**src/rtl/regfile_pkg.sv**
```systemverilog
// Shared types and constants for the integer register file and its writeback path.
package regfile_pkg;

  localparam int XLEN      = 64;
  localparam int NREG      = 32;
  localparam int REG_IDX_W = 5;

  typedef logic [REG_IDX_W-1:0] reg_idx_t;
  typedef logic [XLEN-1:0]      xdata_t;

  localparam reg_idx_t X0 = '0;

  // x0 is hardwired to zero, so it can never be pending.
  function automatic logic reg_pending(input logic [NREG-1:0] mask, input reg_idx_t idx);
    return (idx != X0) && mask[idx];
  endfunction

endpackage

```
**src/rtl/regfile_wb_scheduler_rr_arbiter.sv**
```systemverilog
// Combinational round-robin arbiter: grants the first request at or after the
// pointer, searching upward with wrap. The pointer register lives in the caller.
module rr_arbiter
  import regfile_pkg::*;
#(
  parameter int NUM_REQ = 3,
  parameter int IDX_W   = (NUM_REQ > 1) ? $clog2(NUM_REQ) : 1
) (
  input  logic [NUM_REQ-1:0] i_req,
  input  logic [IDX_W-1:0]   i_ptr,
  output logic [NUM_REQ-1:0] o_gnt,
  output logic [IDX_W-1:0]   o_gnt_idx
);

  logic w_found;
  int   w_pos;

  always_comb begin
    o_gnt     = '0;
    o_gnt_idx = '0;
    w_found   = 1'b0;
    w_pos     = 0;
    for (int k = 0; k < NUM_REQ; k++) begin
      w_pos = (int'(i_ptr) + k) % NUM_REQ;
      if (!w_found && i_req[w_pos]) begin
        w_found          = 1'b1;
        o_gnt[w_pos]     = 1'b1;
        o_gnt_idx        = IDX_W'(w_pos);
      end
    end
  end

endmodule

```
**src/rtl/regfile_wb_scheduler.sv**
```systemverilog
// Writeback scheduler for the 32x64 register file: round-robin sharing of the
// single write port plus a pending-destination scoreboard for issue stalls.
module regfile_wb_scheduler #(
  parameter int NUM_REQ = 3,
  parameter int XLEN    = 64
) (
  input  logic                                    clk,
  input  logic                                    reset,
  input  logic                                    issue_valid,
  input  regfile_pkg::reg_idx_t                   issue_rd,
  input  regfile_pkg::reg_idx_t                   issue_rs1,
  input  regfile_pkg::reg_idx_t                   issue_rs2,
  output logic                                    issue_stall,
  input  logic [NUM_REQ-1:0]                      wb_valid,
  input  logic [NUM_REQ*regfile_pkg::REG_IDX_W-1:0] wb_rd,
  input  logic [NUM_REQ*XLEN-1:0]                 wb_data,
  output logic [NUM_REQ-1:0]                      wb_ready,
  output logic                                    wrt_high_enable,
  output regfile_pkg::reg_idx_t                   destn_reg,
  output logic [XLEN-1:0]                         destn_data,
  output logic [regfile_pkg::NREG-1:0]            busy_mask
);

  import regfile_pkg::*;

  localparam int IDX_W = (NUM_REQ > 1) ? $clog2(NUM_REQ) : 1;

  logic [NUM_REQ-1:0] w_req;
  logic [NUM_REQ-1:0] w_gnt;
  logic [IDX_W-1:0]   w_gnt_idx;
  logic               w_xfer;
  reg_idx_t           w_win_rd;
  logic [XLEN-1:0]    w_win_data;
  logic               w_stall;
  logic               w_issue_acc;
  logic [NREG-1:0]    w_busy_nxt;

  logic [IDX_W-1:0]   r_rr_ptr;
  logic               r_wr_en_p1;
  reg_idx_t           r_wr_rd_p1;
  logic [XLEN-1:0]    r_wr_data_p1;
  logic [NREG-1:0]    r_busy;

  // ---- stage p0: arbitration and winner select (combinational) ----
  assign w_req = wb_valid & {NUM_REQ{reset}};

  rr_arbiter #(
    .NUM_REQ (NUM_REQ),
    .IDX_W   (IDX_W)
  ) u_arb (
    .i_req     (w_req),
    .i_ptr     (r_rr_ptr),
    .o_gnt     (w_gnt),
    .o_gnt_idx (w_gnt_idx)
  );

  always_comb begin
    w_xfer     = |w_gnt;
    w_win_rd   = wb_rd[int'(w_gnt_idx)*REG_IDX_W +: REG_IDX_W];
    w_win_data = wb_data[int'(w_gnt_idx)*XLEN +: XLEN];
  end

  always_comb begin
    w_stall = !reset ||
              (issue_valid && (reg_pending(r_busy, issue_rs1) ||
                               reg_pending(r_busy, issue_rs2) ||
                               reg_pending(r_busy, issue_rd)));
    w_issue_acc = issue_valid && !w_stall;
  end

  // Clear first so a same-cycle set of the same index wins.
  always_comb begin
    w_busy_nxt = r_busy;
    if (r_wr_en_p1) w_busy_nxt[r_wr_rd_p1] = 1'b0;
    if (w_issue_acc && (issue_rd != X0)) w_busy_nxt[issue_rd] = 1'b1;
  end

  // ---- stage p1: register-file write port and scoreboard ----
  always_ff @(posedge clk) begin
    if (!reset) begin
      r_rr_ptr     <= '0;
      r_wr_en_p1   <= 1'b0;
      r_wr_rd_p1   <= X0;
      r_wr_data_p1 <= '0;
      r_busy       <= '0;
    end else begin
      r_busy <= w_busy_nxt;
      if (w_xfer) begin
        r_rr_ptr   <= (int'(w_gnt_idx) == NUM_REQ - 1) ? '0 : w_gnt_idx + 1'b1;
        r_wr_en_p1 <= (w_win_rd != X0);
        if (w_win_rd != X0) begin
          r_wr_rd_p1   <= w_win_rd;
          r_wr_data_p1 <= w_win_data;
        end
      end else begin
        r_wr_en_p1 <= 1'b0;
      end
    end
  end

  assign wb_ready        = w_gnt;
  assign issue_stall     = w_stall;
  assign wrt_high_enable = r_wr_en_p1;
  assign destn_reg       = r_wr_rd_p1;
  assign destn_data      = r_wr_data_p1;
  assign busy_mask       = r_busy;

endmodule
```
**config.mk**
```make
export PLATFORM = sky130hd
export DESIGN_NAME = regfile_wb_scheduler
export DESIGN_NICKNAME = d
export VERILOG_FILES = /design/src/rtl/regfile_pkg.sv /design/src/rtl/regfile_wb_scheduler_rr_arbiter.sv /design/src/rtl/regfile_wb_scheduler.sv
export SDC_FILE = /design/constraint.sdc
export NUM_CORES = 1
export LEC_CHECK = 0
export BUFFER_PORTS_ARGS = -buffer_cell sky130_fd_sc_hd__buf_2
export CELL_PAD_IN_SITES_DETAIL_PLACEMENT = 1
export CELL_PAD_IN_SITES_GLOBAL_PLACEMENT = 1
export CORE_MARGIN = 3
export CORE_UTILIZATION = 36
export CTS_BUF_LIST = sky130_fd_sc_hd__clkbuf_2 sky130_fd_sc_hd__clkbuf_4 sky130_fd_sc_hd__clkbuf_8
export CTS_CLUSTER_DIAMETER = 30
export DETAILED_ROUTE_END_ITERATION = 7
export PLACE_DENSITY_LB_ADDON = 0.1
export SLEW_MARGIN = 10
export SYNTH_ARGS = -nofsm -noshare
export SYNTH_HDL_FRONTEND = slang
export SYNTH_SLANG_ARGS = --single-unit
```
**constraint.sdc**
```tcl
create_clock -name clk -period 10 [get_ports clk]
set_clock_uncertainty 0.2 [all_clocks]
set_input_delay 0.5 -clock clk [delete_from_list [all_inputs] [get_ports clk]]
set_output_delay 0.5 -clock clk [all_outputs]
set_load 0.01 [all_outputs]
```
After elaboration in Yosys (flattened, before gate mapping)
Cells that the tools add are included.

storage, ports and cells
  flip-flop bits (word level) = 104
  bits in latches = 0
  memory bits (writable) = 0
  memory bits (read-only) = 0
  bits of input ports = 228
  output and inout port bits = 106
  logic and storage cells = 96
  memories = 0

operators by class
  add/sub/neg operators = 3
  multipliers = 1
  div/mod/pow operators = 3
  order comparisons = 12
  equal/unequal tests = 1
  shift-type cells = 2
  mux-type cells = 36
  bitwise logic cells = 6
  reductions and logical operators = 27

operators by type and width
  operator               count
  $shiftx 192x9->64      1
  $ge 32x1->1 const B    3
  $lt 32x4->1 const B    3
  $mod 32x3->32 const B  2
  $mux 32                2
  $and 32x32->32         1
  $mod 3x3->32 const B   1
  $not 32->32            1
  $or 32x32->32          1
  $lt 5x6->1 const B     4
  $reduce_bool 5->1      4
  $mux 1                 16
  $bmux 1 s5             3
  $shiftx 15x6->5        1
  $logic_and 1x1->1      13
  $demux 1 s5            2
  $ge 5x1->1 const B     2
  $mux 3                 3
  $mux 2                 4
  $bmux 1 s2             3
  $demux 1 s2            3
  $or 3x3->3             2
  $mul 2x3->5 const B    1
  $logic_not 1->1        4
  other kinds (8)        11

Longest topological paths before layout
  depth after elaboration = 15
  mapped depth = 12
  gate-level depth less buffers = 9

Modules after synthesis
Synthesis repeated with hierarchy kept, for this count alone.

second synthesis, totals
  cells, all modules = 774
  area total of the unflattened synthesis = 6920.4 µm²

modules (own cells, without submodules)
  module                times used  cells an instance  area an instance (µm²)  seq. area each (µm²)
  regfile_wb_scheduler  1           722                6587.6                  2082.0
  rr_arbiter            1           52                 332.8                   0.0

Worst setup path before layout
Ideal clock, no wire load.

  path type = flip-flop to flip-flop
  start = register r_rr_ptr[0]
  end = register r_wr_data_p1[35], in the netlist destn_data[35]
  setup time = 72 ps
  arrival = 2891 ps
  data required time = 9728 ps
  setup slack = 6837 ps
  stages on the path, launching flop included = 13
  path buffers = 3
  period minus slack after synthesis = 3163 ps
  cell sequence = dfxtp_1 inv_1 ha_1 clkbuf_1 mux2_2 a21oi_1 o21ai_0 a21boi_0 nand3_1 o211ai_1 buf_4 buf_4 mux2i_1

between the ends
  longest elaborated chain between the ends = 15
  elaborated cells on any way between the ends = 49
  classes of those cells = add/sub (2); mul (1); div (3); order compare (6); shift (2); mux (23); bitwise (2); reduce/logical (10)

RTL lines
  what                                                                    RTL line                    text
  start: declaration                                                      regfile_wb_scheduler.sv:38  logic [IDX_W-1:0] r_rr_ptr;
  start signal: assignment                                                regfile_wb_scheduler.sv:89  r_rr_ptr <= (int'(w_gnt_idx) == NUM_REQ - 1) ? '0 : w_gnt_idx + 1'b1;
  parallel branches: the longest is 15 deep, another holds $mod 32x3->32  n/a
  end signal: assignment                                                  regfile_wb_scheduler.sv:93  r_wr_data_p1 <= w_win_data;
  end: declaration                                                        regfile_wb_scheduler.sv:41  logic [XLEN-1:0] r_wr_data_p1;

Parallel ways; which one is timed is not known. The select of a mux whose other input is x is not followed.
A chain may end at the register's enable or synchronous reset.

Worst setup path in the final report
  start = register r_rr_ptr[0]
  end = register r_wr_data_p1[54], in the netlist destn_data[54]

Same word-level chain as after synthesis.

==> qor.txt <==
dominant cell type by area after synthesis - dfxtp_1
clock-pin slew on the worst setup and hold paths - 0.11 ns
DRC - 0
Post-Synth XOR/XNOR Area - 0%
die area - 0.0197 mm2
Placer Congestion - 0.838
Synth warnings - 0
Worst-Skew Late Latency - 0.39 ns
Final Non-Filler Cells - 1280
fraction of the mapped netlist area in adder cells - 0.770%
R2R setup slack - 5.82 ns
largest family of logic cells by synthesized area - multiplexers
core box area - 0.0175 mm2
crit end category - flip-flop
Tmin final - 4.18 ns
Compound-Gate Fraction of Synth Area - 13.2%
Worst R2R Path Depth - 10
Die X - 140 um
total track usage - 25.4%
Final nets - 1277
first-pass GRT wire length - 39700 um
top-count cell post-synth - mux2i_1
setup ws final - 5.82 ns
sequential area share after synthesis - 32.0%
Sink Count - 104
M3 GR Usage - 9.76%
grt ovf - 0
largest net degree at the start of global routing - 81
Startpoint Class - flip-flop
clock group share of total power - 14.0%
HPWL after detailed placement - 19600 um
via/cell ratio - 5.37
Post-synth EDFFs - 0
Post-synth top flop - dfxtp_1
grt peak-use layer - met2
total nets after synthesis - 986
num ports - 334
initial antenna violation count - 12
Final Hold Vio Count - 0
vias in the first global route - 7264
part of the power in registers - 29.1%
CTS tree - built
Max Cap Viol - 0
Crit Path Class - flip-flop to flip-flop
achievable clock frequency - 0.239 GHz
Post-synth top cells - mux2i_1 (147), nand2_1 (111), dfxtp_1 (104)
DRT Pass-1 Iters - 4
RSZ-0062 raised after global routing - no
Internal Power - 1.22 mW
slew margin rel. - 36.4%
synth top area cells - dfxtp_1 (32%), mux2i_1 (23%), mux4_2 (8.3%)
grt met2 use - 44.6%
Async SR Flop Fraction - 0%
first element of the critical path - r_rr_ptr[0]
Synth cell types - 54
Via Count - 6870
final WL - 25400 um
Mapped Cells - 754
cts repair resizes - 0
area grow syn2layout - 30.8%
worst reg2reg path startpoint - r_rr_ptr[0]
required time of the critical path - 10.10 ns
worst-margin pin slew - 0.954 ns
Die Span Y - 140 um
Pwr Density - 258 mW/mm2
Initial DRC Count - 265
hold crit path type - primary input to flip-flop
critical path arrival - 4.28 ns
Setup WS pre-CTS - 5.48 ns
LEAKAGE - 4.00 nW
total power - 2.19 mW
Final ANT Viol Nets - 0
mux share of post-synthesis cell area - 31.3%
Synth Register Bits - 104
max-slew violations - 0
CP max FO - 58
sw frac - 44.5%
Syn Area/Cell - 8.62 um2
routed length per instance - 19.8 um
Max clock buf depth - 2
layout cells sized above 1 - 37.3%
Num CTS Buffers - 9
post-CTS setup buffer count - 0
worst vdd ir - 0.000173 V
post-synthesis simple-gate area fraction - 18.2%
Setup-failing EPs final - 0
Initial Utilization - 37.2%
Yosys top cell area share - 32.0%
status - complete, no violations
switching power - 975 uW
Std-Cell Rows - 48
end of the critical path - destn_data[54]
max FFs per register - 64
H-tree Lvls - 3
Post-Route Setup TNS - 0 ns
met1 Use GR - 27.9%
Port Buffers - 333
hold-fix buffers at CTS - 0
synthesized cell area - 0.00650 mm2
clock root buffer - clkbuf_8
Inst Count DP - 1259
Gate power share - 56.9%
Tcrit/Tclk final - 41.8%
reg2reg end - destn_data[54]
-- kinds of logic after synthesis --
group | count (synthesis)
flip-flops | 104
multiplexers | 173
buffers and inverters | 70
AO/OA/AOI/OAI | 145
AND/OR/NAND/NOR | 258
adder cells (fa/ha/maj) | 4
-- how the worst min path moves through the flow --
| stage | slack (ns) | cells after the start | startpoint | endpoint |
|---|---|---|---|---|
| floorplan | 0.26 | 2 | r_rr_ptr[1] | r_rr_ptr[1] |
| detailed placement | 0.25 | 2 | destn_data[35] | destn_data[35] |
| global placement | 0.24 | 2 | destn_data[0] | destn_data[0] |
| global route | 0.16 | 3 | wb_data[101] | destn_data[37] |
| finish | 0.17 | 3 | wb_data[101] | destn_data[37] |
| CTS | 0.15 | 3 | wb_data[101] | destn_data[37] |
-- cells in the final DEF (no fill, tap or decap), types with 3 or more instances in the layout --
| cell | count |
|---|---|
| a21oi_1 | 72 |
| a32o_1 | 3 |
| and3_1 | 3 |
| and3b_1 | 5 |
| buf_2 | 332 |
| buf_4 | 7 |
| clkbuf_8 | 10 |
| dfxtp_1 | 104 |
| diode_2 | 6 |
| ha_1 | 4 |
| inv_1 | 11 |
| mux2i_1 | 147 |
| mux4_2 | 24 |
| nand2_1 | 111 |
| nand3_1 | 28 |
| nand3b_1 | 4 |
| nor2_1 | 73 |
| nor2b_1 | 5 |
| nor3_1 | 4 |
| nor3b_1 | 6 |
| o211ai_1 | 11 |
| o21ai_0 | 36 |
| or4_1 | 4 |
-- final cells by class --
type,count,area [um2]
clock inverter,5,86.3
fill,2200,8980
antenna,6,15.0
sequential,104,2080
tap,225,282
multi-input combinational,580,4140
inverter,11,41.3
clock buffer,10,138
timing repair buffer,339,1710
-- power groups by stage --
stage | registers (mW) | logic, mW | clock network [mW]
final | 0.637 | 1.25 | 0.308
after global placement | 0.640 | 1.24 | 0
after detailed placement | 0.644 | 1.26 | 0
after global routing | 0.655 | 1.39 | 0.331
after CTS | 0.638 | 1.27 | 0.317
after floorplan | 0.679 | 0.844 | 0
-- worst max-delay path, cell delays in order, from the launching register on --
cell	delay, ns
dfxtp_1	0.39
inv_1	0.08
ha_1	0.46
mux2_2	0.38
a21oi_1	0.18
o21ai_0	0.13
a21boi_0	0.46
nand3_1	0.42
o211ai_1	0.26
buf_4	0.78
mux2i_1	0.31
-- through the flow --
stage          util (%)  hold slack [ns]  instance area (um2)
5_1_grt            48.6            0.161                 8500
4_1_cts            48.6            0.150                 8490
2_1_floorplan         -            0.265                 6500
6_report           48.6            0.174                 8500
3_5_place_dp       47.3            0.252                 8260
3_3_place_gp       47.3            0.242                 8260
-- per-layer routing --
metal | share of wire [%] | vias up | wire (um)
met5 | 0.27 | - | 68
met4 | 2.7 | 10 | 682
met3 | 9.0 | 54 | 2270
met2 | 51 | 240 | 12900
met1 | 37 | 3271 | 9410
li1 | - | 3295 | -
No activity file was read; power rests on OpenSTA's default activity.
